## src/rtl/mem_rs_queue.sv

```systemverilog
// In-order memory reservation queue: loads/stores allocate at the tail, stores
// snoop the CDB for their data, and only the head entry may issue.
module mem_rs_queue #(
    parameter int DEPTH  = 4,
    parameter int ROB_W  = 2,
    parameter int DATA_W = 3,
    parameter int ADDR_W = 2
) (
    input  logic                       clk,
    input  logic                       rst_n,
    input  logic                       flush,
    input  logic                       write_en,
    input  logic [ROB_W-1:0]           rob_idx,
    input  logic [2:0]                 opcode,
    input  logic [DATA_W-1:0]          val,
    input  logic [ROB_W-1:0]           q_val,
    input  logic                       val_ready,
    input  logic [ADDR_W-1:0]          addr,
    input  logic                       cdb_en,
    input  logic [ROB_W-1:0]           cdb_rob_idx,
    input  logic [DATA_W-1:0]          cdb_val,
    input  logic                       exec_ready,
    output logic                       exec_valid,
    output logic [2:0]                 exec_opcode,
    output logic [DATA_W-1:0]          exec_val,
    output logic [ADDR_W-1:0]          exec_addr,
    output logic [ROB_W-1:0]           exec_rob_idx,
    output logic                       rs_full,
    output logic                       rs_empty,
    output logic [$clog2(DEPTH+1)-1:0] rs_count
);
    localparam int PW = $clog2(DEPTH);
    localparam int CW = $clog2(DEPTH+1);
    localparam logic [2:0] OP_LD  = 3'b101;
    localparam logic [2:0] OP_STR = 3'b110;

    typedef struct packed {
        logic              rdy;
        logic [2:0]        op;
        logic [DATA_W-1:0] dat;
        logic [ROB_W-1:0]  qv;
        logic [ADDR_W-1:0] addr;
        logic [ROB_W-1:0]  rob;
    } ent_t;

    ent_t          ent_q [DEPTH];
    ent_t          ent_d [DEPTH];
    ent_t          new_ent;
    logic [PW-1:0] head, tail;
    logic          alloc, xfer, byp;
    logic [PW-1:0] off;
    logic          occ;

    assign rs_full      = (rs_count == CW'(DEPTH));
    assign rs_empty     = (rs_count == '0);
    assign exec_valid   = !rs_empty && ent_q[head].rdy;
    assign exec_opcode  = ent_q[head].op;
    assign exec_val     = ent_q[head].dat;
    assign exec_addr    = ent_q[head].addr;
    assign exec_rob_idx = ent_q[head].rob;

    assign alloc = write_en && !rs_full && (opcode == OP_LD || opcode == OP_STR);
    assign xfer  = exec_valid && exec_ready;
    // A store whose producer broadcasts in its allocation cycle captures the data directly.
    assign byp   = (opcode == OP_STR) && !val_ready && cdb_en && (cdb_rob_idx == q_val);

    always_comb begin
        new_ent      = '0;
        new_ent.rdy  = (opcode == OP_LD) || val_ready || byp;
        new_ent.op   = opcode;
        new_ent.dat  = byp ? cdb_val : val;
        new_ent.qv   = q_val;
        new_ent.addr = addr;
        new_ent.rob  = rob_idx;
    end

    always_comb begin
        off = '0;
        occ = 1'b0;
        for (int i = 0; i < DEPTH; i++) begin
            ent_d[i] = ent_q[i];
            off = PW'(i) - head;
            occ = CW'(off) < rs_count;
            if (occ && ent_q[i].op == OP_STR && !ent_q[i].rdy && cdb_en &&
                ent_q[i].qv == cdb_rob_idx) begin
                ent_d[i].rdy = 1'b1;
                ent_d[i].dat = cdb_val;
            end
            // The tail slot is never occupied when alloc is set (alloc requires !full).
            if (alloc && PW'(i) == tail)
                ent_d[i] = new_ent;
        end
    end

    always_ff @(posedge clk or negedge rst_n) begin
        if (!rst_n) begin
            head     <= '0;
            tail     <= '0;
            rs_count <= '0;
            for (int i = 0; i < DEPTH; i++) ent_q[i] <= '0;
        end else if (flush) begin
            head     <= '0;
            tail     <= '0;
            rs_count <= '0;
            for (int i = 0; i < DEPTH; i++) ent_q[i] <= '0;
        end else begin
            for (int i = 0; i < DEPTH; i++) ent_q[i] <= ent_d[i];
            if (xfer)  head <= head + 1'b1;
            if (alloc) tail <= tail + 1'b1;
            if (alloc && !xfer)      rs_count <= rs_count + 1'b1;
            else if (!alloc && xfer) rs_count <= rs_count - 1'b1;
        end
    end
endmodule

```

## config.mk

```make
export PLATFORM = sky130hd
export DESIGN_NAME = mem_rs_queue
export DESIGN_NICKNAME = d
export VERILOG_FILES = /design/src/rtl/mem_rs_queue.sv
export SDC_FILE = /design/constraint.sdc
export NUM_CORES = 1
export LEC_CHECK = 0
export ABC_CLOCK_PERIOD_IN_PS = 3000
export CAP_MARGIN = 20
export CELL_PAD_IN_SITES_DETAIL_PLACEMENT = 1
export CELL_PAD_IN_SITES_GLOBAL_PLACEMENT = 1
export CORE_MARGIN = 1
export CORE_UTILIZATION = 43
export DETAILED_ROUTE_END_ITERATION = 16
export PLACE_DENSITY = 0.85
export SYNTH_ARGS = -nofsm -noshare
export SYNTH_HDL_FRONTEND = slang
export SYNTH_SLANG_ARGS = --single-unit
```

## constraint.sdc

```tcl
create_clock -name clk -period 3 [get_ports clk]
set_clock_uncertainty 0.1 [all_clocks]
set_input_delay 0.3 -clock clk [delete_from_list [all_inputs] [get_ports clk]]
set_output_delay 0.3 -clock clk [all_outputs]
set_load 0.02 [all_outputs]
```

==> results of run 1 <==
[worst max-delay path by stage]
| stage | slack (ns) | depth (start not counted) | end |
|---|---|---|---|
| after floorplan | 0.25 | 9 | rs_count[2]$_DFFE_PN0P_ |
| after global placement | 0.25 | 8 | rs_count[2]$_DFFE_PN0P_ |
| after detailed placement | 0.11 | 8 | rs_count[2]$_DFFE_PN0P_ |
| after CTS | 0.25 | 3 | exec_addr[0] |
| after global routing | 0.19 | 8 | ent_q[32]$_DFFE_PN0P_ |
| final | 0.29 | 3 | exec_addr[0] |
[critical path: cells and delay by family, from the launching register on]
kind | cells | cell delay [ns]
buffers and inverters | 2 | 0.89
flip-flops | 1 | 0.52
multiplexers | 1 | 0.55
[state kept, by name, summed over array words and instances (netlist names)]
signal    cells
ent_q        52
tail          2
rs_count      3
head          2
[synthesized netlist by cell type (all sizes together) (3+ instances only)]
master	n	area share
dfrtp	59	0.44
a21oi	40	0.059
nor2	31	0.034
nand2	80	0.090
nor3	17	0.031
ha	8	0.030
nor4b	6	0.019
buf	12	0.017
a211oi	3	0.0067
clkbuf	12	0.013
mux4	11	0.073
xor2	11	0.029
mux2i	3	0.0089
a221o	4	0.012
o21bai	4	0.0089
xnor2	5	0.015
inv	13	0.014
a221oi	6	0.016
[layout make-up]
type / instances / area, sq um
inverters: 13 / 48.8
fillers: 830 / 3280
well taps: 99 / 124
repair buffers: 56 / 510
clock buffers: 11 / 141
multi-input cells: 259 / 1760
flip-flops and latches: 59 / 1480
clock inverters: 5 / 61.3
[layer usage]
metal,global-route usage,wire (microns)
met5,0,14
met4,0.110,233
met3,0.0556,498
met2,0.476,5400
met1,0.342,4370
[cells by family after synthesis]
| family | synth area share |
|---|---|
| flops | 0.437 |
| buf+inv | 0.0445 |
| xor+xnor | 0.0437 |
| compound gates | 0.140 |
| mux | 0.0889 |
| simple gates | 0.210 |
| fa+ha+maj | 0.0356 |
[report_power, final]
group | switching [mW] | internal (mW)
logic | 0.148 | 0.104
clock network | 0.340 | 0.409
registers | 0.0151 | 0.810
total | 0.503 | 1.32
[metrics by stage]
stage          cell area [sq um]  instances  setup slack [ns]  utilization
2_1_floorplan               3380        355             0.247            -
3_3_place_gp                3910        485             0.247        0.528
3_5_place_dp                3910        485             0.108        0.528
4_1_cts                     4130        502             0.250        0.557
5_1_grt                     4130        502             0.186        0.557
6_report                    4130        502             0.291        0.557
==> metrics.md, run 1 <==
| Metric | Value |
|---|---|
| Status | `complete, no violations` |
| Core area | `7410 sq um` |
| Worst setup path class | `register to output pin` |
| Fin. Hold Viols | `0` |
| Yosys warning count | `0` |
| Remaining Overflow, GRT | `0` |
| Drt pass-1 iters | `5` |
| FP Rows | `31` |
| FF-to-FF setup slack | `0.35 ns` |
| Post-DRT Antenna Nets | `0` |
| Number of vias per cell | `5.99` |
| Setup Viol. Count Final | `0` |
| Worst R2R Path Depth | `8` |
| Max incr delay on CP | `0.56 ns` |
| WL/cell | `21.0 microns` |
| Hold_buf cts | `1` |
| I/O pin cnt | `40` |
| CTS tree | `built` |
| Worst Hold Path Cells | `2` |
| Placer Congestion | `0.873` |
| CP cell instances | `buf_4 -> mux4_2 -> clkdlybuf4s50_1` |
| Worst hold-check path type | `primary input to register` |
| Hold Path Sink | `head[0]$_DFFE_PN0P_` |
| Post_cts resized | `0` |
| CTS H-tree depth | `3` |
| Synth unique cells | `49` |
| FF+latch count, synth | `59` |
| Largest net degree at the start of global routing | `41` |
| Detailed Route Iter0 Violations | `208` |
| Worst hold start | `flush` |
| Clock Pin Slew Worst Setup and Hold Paths | `0.06 ns` |
| RSZ-0062 raised after global routing | `false` |
| Worst path arrival time | `2.31 ns` |
| Port buffer count | `39` |
| Main synth FF type | `dfrtp_1` |
| Ys async rst share | `1.00` |
| Peak VDD IR | `211 uV` |
| Fraction of layout cells with a size suffix above 1 | `0.149` |
| Post-Syn Area | `3380 sq um` |
| Fin crit share | `0.903` |
| Most frequent cells in the layout | `79 x nand2_1, 59 x dfrtp_1, 40 x a21oi_1` |
| Setup_tns | `0 ns` |
| Root Buffer | `clkbuf_8` |
| Clock sink total | `59` |
| Area of the die | `8210 sq um` |
| Final hold slack | `0.313 ns` |
| Worst-Margin Slew | `0.740 ns` |
| CP required | `2.60 ns` |
| Clk buf depth | `2` |
| Via count | `3008` |
| Fmax | `369 MHz` |
| Antenna violations before repair | `1` |
| Post-synthesis sequential area ratio | `0.437` |
| # nets final | `431` |
| CTS Buf Count | `9` |
| Max-capacitance violation count | `0` |
| Synthesis-to-layout area growth | `22.2%` |
| Placed wire-length estimate | `7480 microns` |
| Power per Cell Area | `443 nW/um^2` |
| RR Endpoint | `ent_q[32]$_DFFE_PN0P_` |
| DRC | `0` |
| Initial Util | `0.456` |
| Overall power | `1.83 mW` |
| Post-CTS Repair Setup Buffers | `0` |
| Syn Inst Count | `355` |
| Skew-Pair Late Insertion Delay | `0.35 ns` |
| Crit path time final | `2.71 ns` |
| Syn nets | `388` |
| Max FO, Critical Path | `10` |
| Vias in the first global route | `3272` |
| Routed WL | `10500 microns` |
| Reg-to-Reg Start | `rs_count[1]$_DFFE_PN0P_` |
| First-pass GRT wire length | `17200 microns` |
| Slew margin rel. | `0.506` |
| N_diodes | `0` |
| Most common cell after layout, fill and taps aside | `nand2_1` |
| Slew Limit Fails | `0` |
| Synthesized area per cell | `9.51 sq um` |
| EDFF count, synth | `0` |
| Crit. End Element | `output pin` |
| CP startpoint kind | `register` |
| Die X | `90.6 microns` |
| Leakage power | `1.65 nW` |
| Crit path launch | `head[0]$_DFFE_PN0P_` |
| Tot GR Track Use | `0.277` |
| Height of the chip | `90.6 microns` |
| Crit path max-delay cell type | `clkdlybuf4s50_1` |
Power figures use the tool's default switching activity.
==> run 2, diff against run 1 <==
--- a/config.mk
+++ b/config.mk
@@ -11,7 +11,10 @@
 export CELL_PAD_IN_SITES_GLOBAL_PLACEMENT = 1
 export CORE_MARGIN = 1
 export CORE_UTILIZATION = 43
+export CTS_BUF_LIST = sky130_fd_sc_hd__clkbuf_16
 export DETAILED_ROUTE_END_ITERATION = 16
+export GPL_TIMING_DRIVEN = 0
+export HOLD_SLACK_MARGIN = 0.15
 export PLACE_DENSITY = 0.85
 export SYNTH_ARGS = -nofsm -noshare
 export SYNTH_HDL_FRONTEND = slang
==> run 2 against run 1 <==
Sequential power about the same. Count of clock-buffer cells in the layout is 2 lower. Wire length increased by 2.8%.
==> metrics.md, run 2 (synthesized netlist as in run 1, its figures left out) <==
| Metric | Value |
|---|---|
| CP required | `3.18 ns` |
| Most frequent cells in the layout | `79 x nand2_1, 59 x dfrtp_1, 40 x a21oi_1` |
| Clk buf depth | `2` |
| Post-route core utilization | `0.561` |
| Die X | `90.6 microns` |
| Skew-Pair Late Insertion Delay | `0.33 ns` |
| Crit. End Element | `register` |
| Max FO, Critical Path | `9` |
| Finished Layout Cells | `504` |
| N_diodes | `0` |
| Hold Path Sink | `ent_q[35]$_DFFE_PN0P_` |
| Core area | `7410 sq um` |
| Power per Cell Area | `505 nW/um^2` |
| Fill count | `857` |
| Number of vias per cell | `5.96` |
| FF-to-FF setup slack | `0.15 ns` |
| Reg-to-Reg Start | `rs_count[2]$_DFFE_PN0P_` |
| Worst setup path class | `register to register` |
| DRC | `0` |
| Antenna violations before repair | `0` |
| Synthesis-to-layout area growth | `23.1%` |
| CP startpoint kind | `register` |
| Slew margin rel. | `0.312` |
| Setup Viol. Count Final | `0` |
| Largest net degree at the start of global routing | `34` |
| Placer Congestion | `0.858` |
| I/O pin cnt | `40` |
| Most common cell after layout, fill and taps aside | `nand2_1` |
| Clock Pin Slew Worst Setup and Hold Paths | `0.06 ns` |
| Worst hold start | `opcode[0]` |
| Fin. Hold Viols | `0` |
| Via count | `3002` |
| Drt pass-1 iters | `4` |
| CTS tree | `built` |
| Slew Limit Fails | `0` |
| Max-capacitance violation count | `0` |
| Most flop-heavy register | `ent_q` |
| Worst Hold Path Cells | `3` |
| Clock sink total | `59` |
| Pre-CTS WS | `-0.200 ns` |
| RSZ-0062 raised after global routing | `false` |
| Height of the chip | `90.6 microns` |
| Overall power | `2.10 mW` |
| Vias in the first global route | `3287` |
| Routed WL | `10800 microns` |
| Post-DRT Antenna Nets | `0` |
| WL/cell | `21.5 microns` |
| Placed cells | `487` |
| CTS H-tree depth | `3` |
| Peak VDD IR | `259 uV` |
| CTS Buf Count | `9` |
| Worst R2R Path Depth | `9` |
| Leakage power | `1.67 nW` |
| Fin crit share | `0.949` |
| Worst-Margin Slew | `1.02 ns` |
| Final setup margin | `0.152 ns` |
| Status | `complete, no violations` |
| Remaining Overflow, GRT | `0` |
| Flip-flop count of the largest register after layout | `52` |
| Placed wire-length estimate | `7410 microns` |
| Top flop regs | `ent_q: 52 flops, rs_count: 3 flops` |
| Post-CTS Repair Setup Buffers | `0` |
| Detailed Route Iter0 Violations | `238` |
| Root Buffer | `clkbuf_16` |
| Worst hold-check path type | `primary input to register` |
| Tot GR Track Use | `0.286` |
| Fraction of layout cells with a size suffix above 1 | `0.131` |
| Fmax | `351 MHz` |
| Area of the die | `8210 sq um` |
| Worst path arrival time | `3.02 ns` |
| Port buffer count | `32` |
| First-pass GRT wire length | `17700 microns` |
| RR Endpoint | `rs_count[2]$_DFFE_PN0P_` |
| Initial Util | `0.456` |
| FP Rows | `31` |
| # nets final | `433` |
| Crit path time final | `2.85 ns` |
## run 2: cell types whose count changed in the layout (fill, tap and decap cells not counted), moves of 2 or more
cell | previous run | this run
clkinv_4 | 0 | 2
clkbuf_1 | 1 | 12
buf_4 | 16 | 1
clkinvlp_4 | 3 | 1
buf_1 | 0 | 3
clkbuf_8 | 10 | 0
buf_2 | 2 | 8
clkinv_2 | 0 | 2
clkbuf_16 | 0 | 9
clkdlybuf4s50_1 | 37 | 31
## run 2: worst max-delay path by stage
stage / start / to / slack, ns / cells after the start
detailed placement: head[0]$_DFFE_PN0P_ / ent_q[19]$_DFFE_PN0P_ / -0.20 / 9
global placement: rst_n / ent_q[3]$_DFFE_PN0P_ / -0.49 / 1
global route: rs_count[2]$_DFFE_PN0P_ / rs_count[2]$_DFFE_PN0P_ / 0.02 / 9
finish: rs_count[2]$_DFFE_PN0P_ / rs_count[2]$_DFFE_PN0P_ / 0.15 / 9
CTS: head[1]$_DFFE_PN0P_ / ent_q[33]$_DFFE_PN0P_ / 0.004 / 7
floorplan: rs_count[2]$_DFFE_PN0P_ / rs_count[2]$_DFFE_PN0P_ / 0.25 / 9
## run 2: stage by stage
| stage | TNS (ns) | cell area (sq um) | hold slack [ns] |
|---|---|---|---|
| 2_1_floorplan | 0 | 3380 | -0.0956 |
| 3_3_place_gp | -28.85 | 3820 | 0.406 |
| 3_5_place_dp | -1.06 | 3840 | 0.282 |
| 4_1_cts | 0 | 4150 | 0.201 |
| 5_1_grt | 0 | 4160 | 0.218 |
| 6_report | 0 | 4160 | 0.195 |
## run 2: area by class of cell
| type | count | area (sq um) | share of cell area |
|---|---|---|---|
| inverters | 13 | 48.8 | 0.0117 |
| clock buffers | 9 | 225 | 0.0542 |
| repair buffers | 34 | 345 | 0.0831 |
| flip-flops and latches | 59 | 1480 | 0.355 |
| clock inverters | 7 | 68.8 | 0.0166 |
| well taps | 99 | 124 | 0.0298 |
| multi-input cells | 259 | 1760 | 0.424 |
| plain buffers | 24 | 106 | 0.0256 |
## run 2: repair_timing
item / CTS / global route
endpoints found under the setup margin: 13 / 16
hold buffers: 1 / 0
resized for setup: 4 / 4
endpoints found under the hold margin: 26 / 0
## run 2: metal layers
layer	GRT usage	vias to the layer above	wire length [microns]
li1	-	1338	-
met1	0.354	1535	4400
met2	0.478	100	5450
met3	0.0572	29	625
met4	0.133	0	340
met5	0	-	0
## run 2: worst max-delay path, cell delays in order, from the launching register on
cell and delay (ns):
dfrtp_1 0.33, buf_2 0.22, nor3b_4 0.48, or3_1 0.20
buf_4 0.19, nor2_1 0.08, fa_1 0.42, or4_1 0.48
a21oi_1 0.17, a311o_2 0.12
## run 2: power by group
part	switching (mW)	leakage (nW)	internal [mW]	total, mW
registers	0.0117	0.819	0.811	0.823
logic	0.153	0.705	0.0983	0.251
clock network	0.389	0.143	0.639	1.03
total	0.553	1.67	1.55	2.10
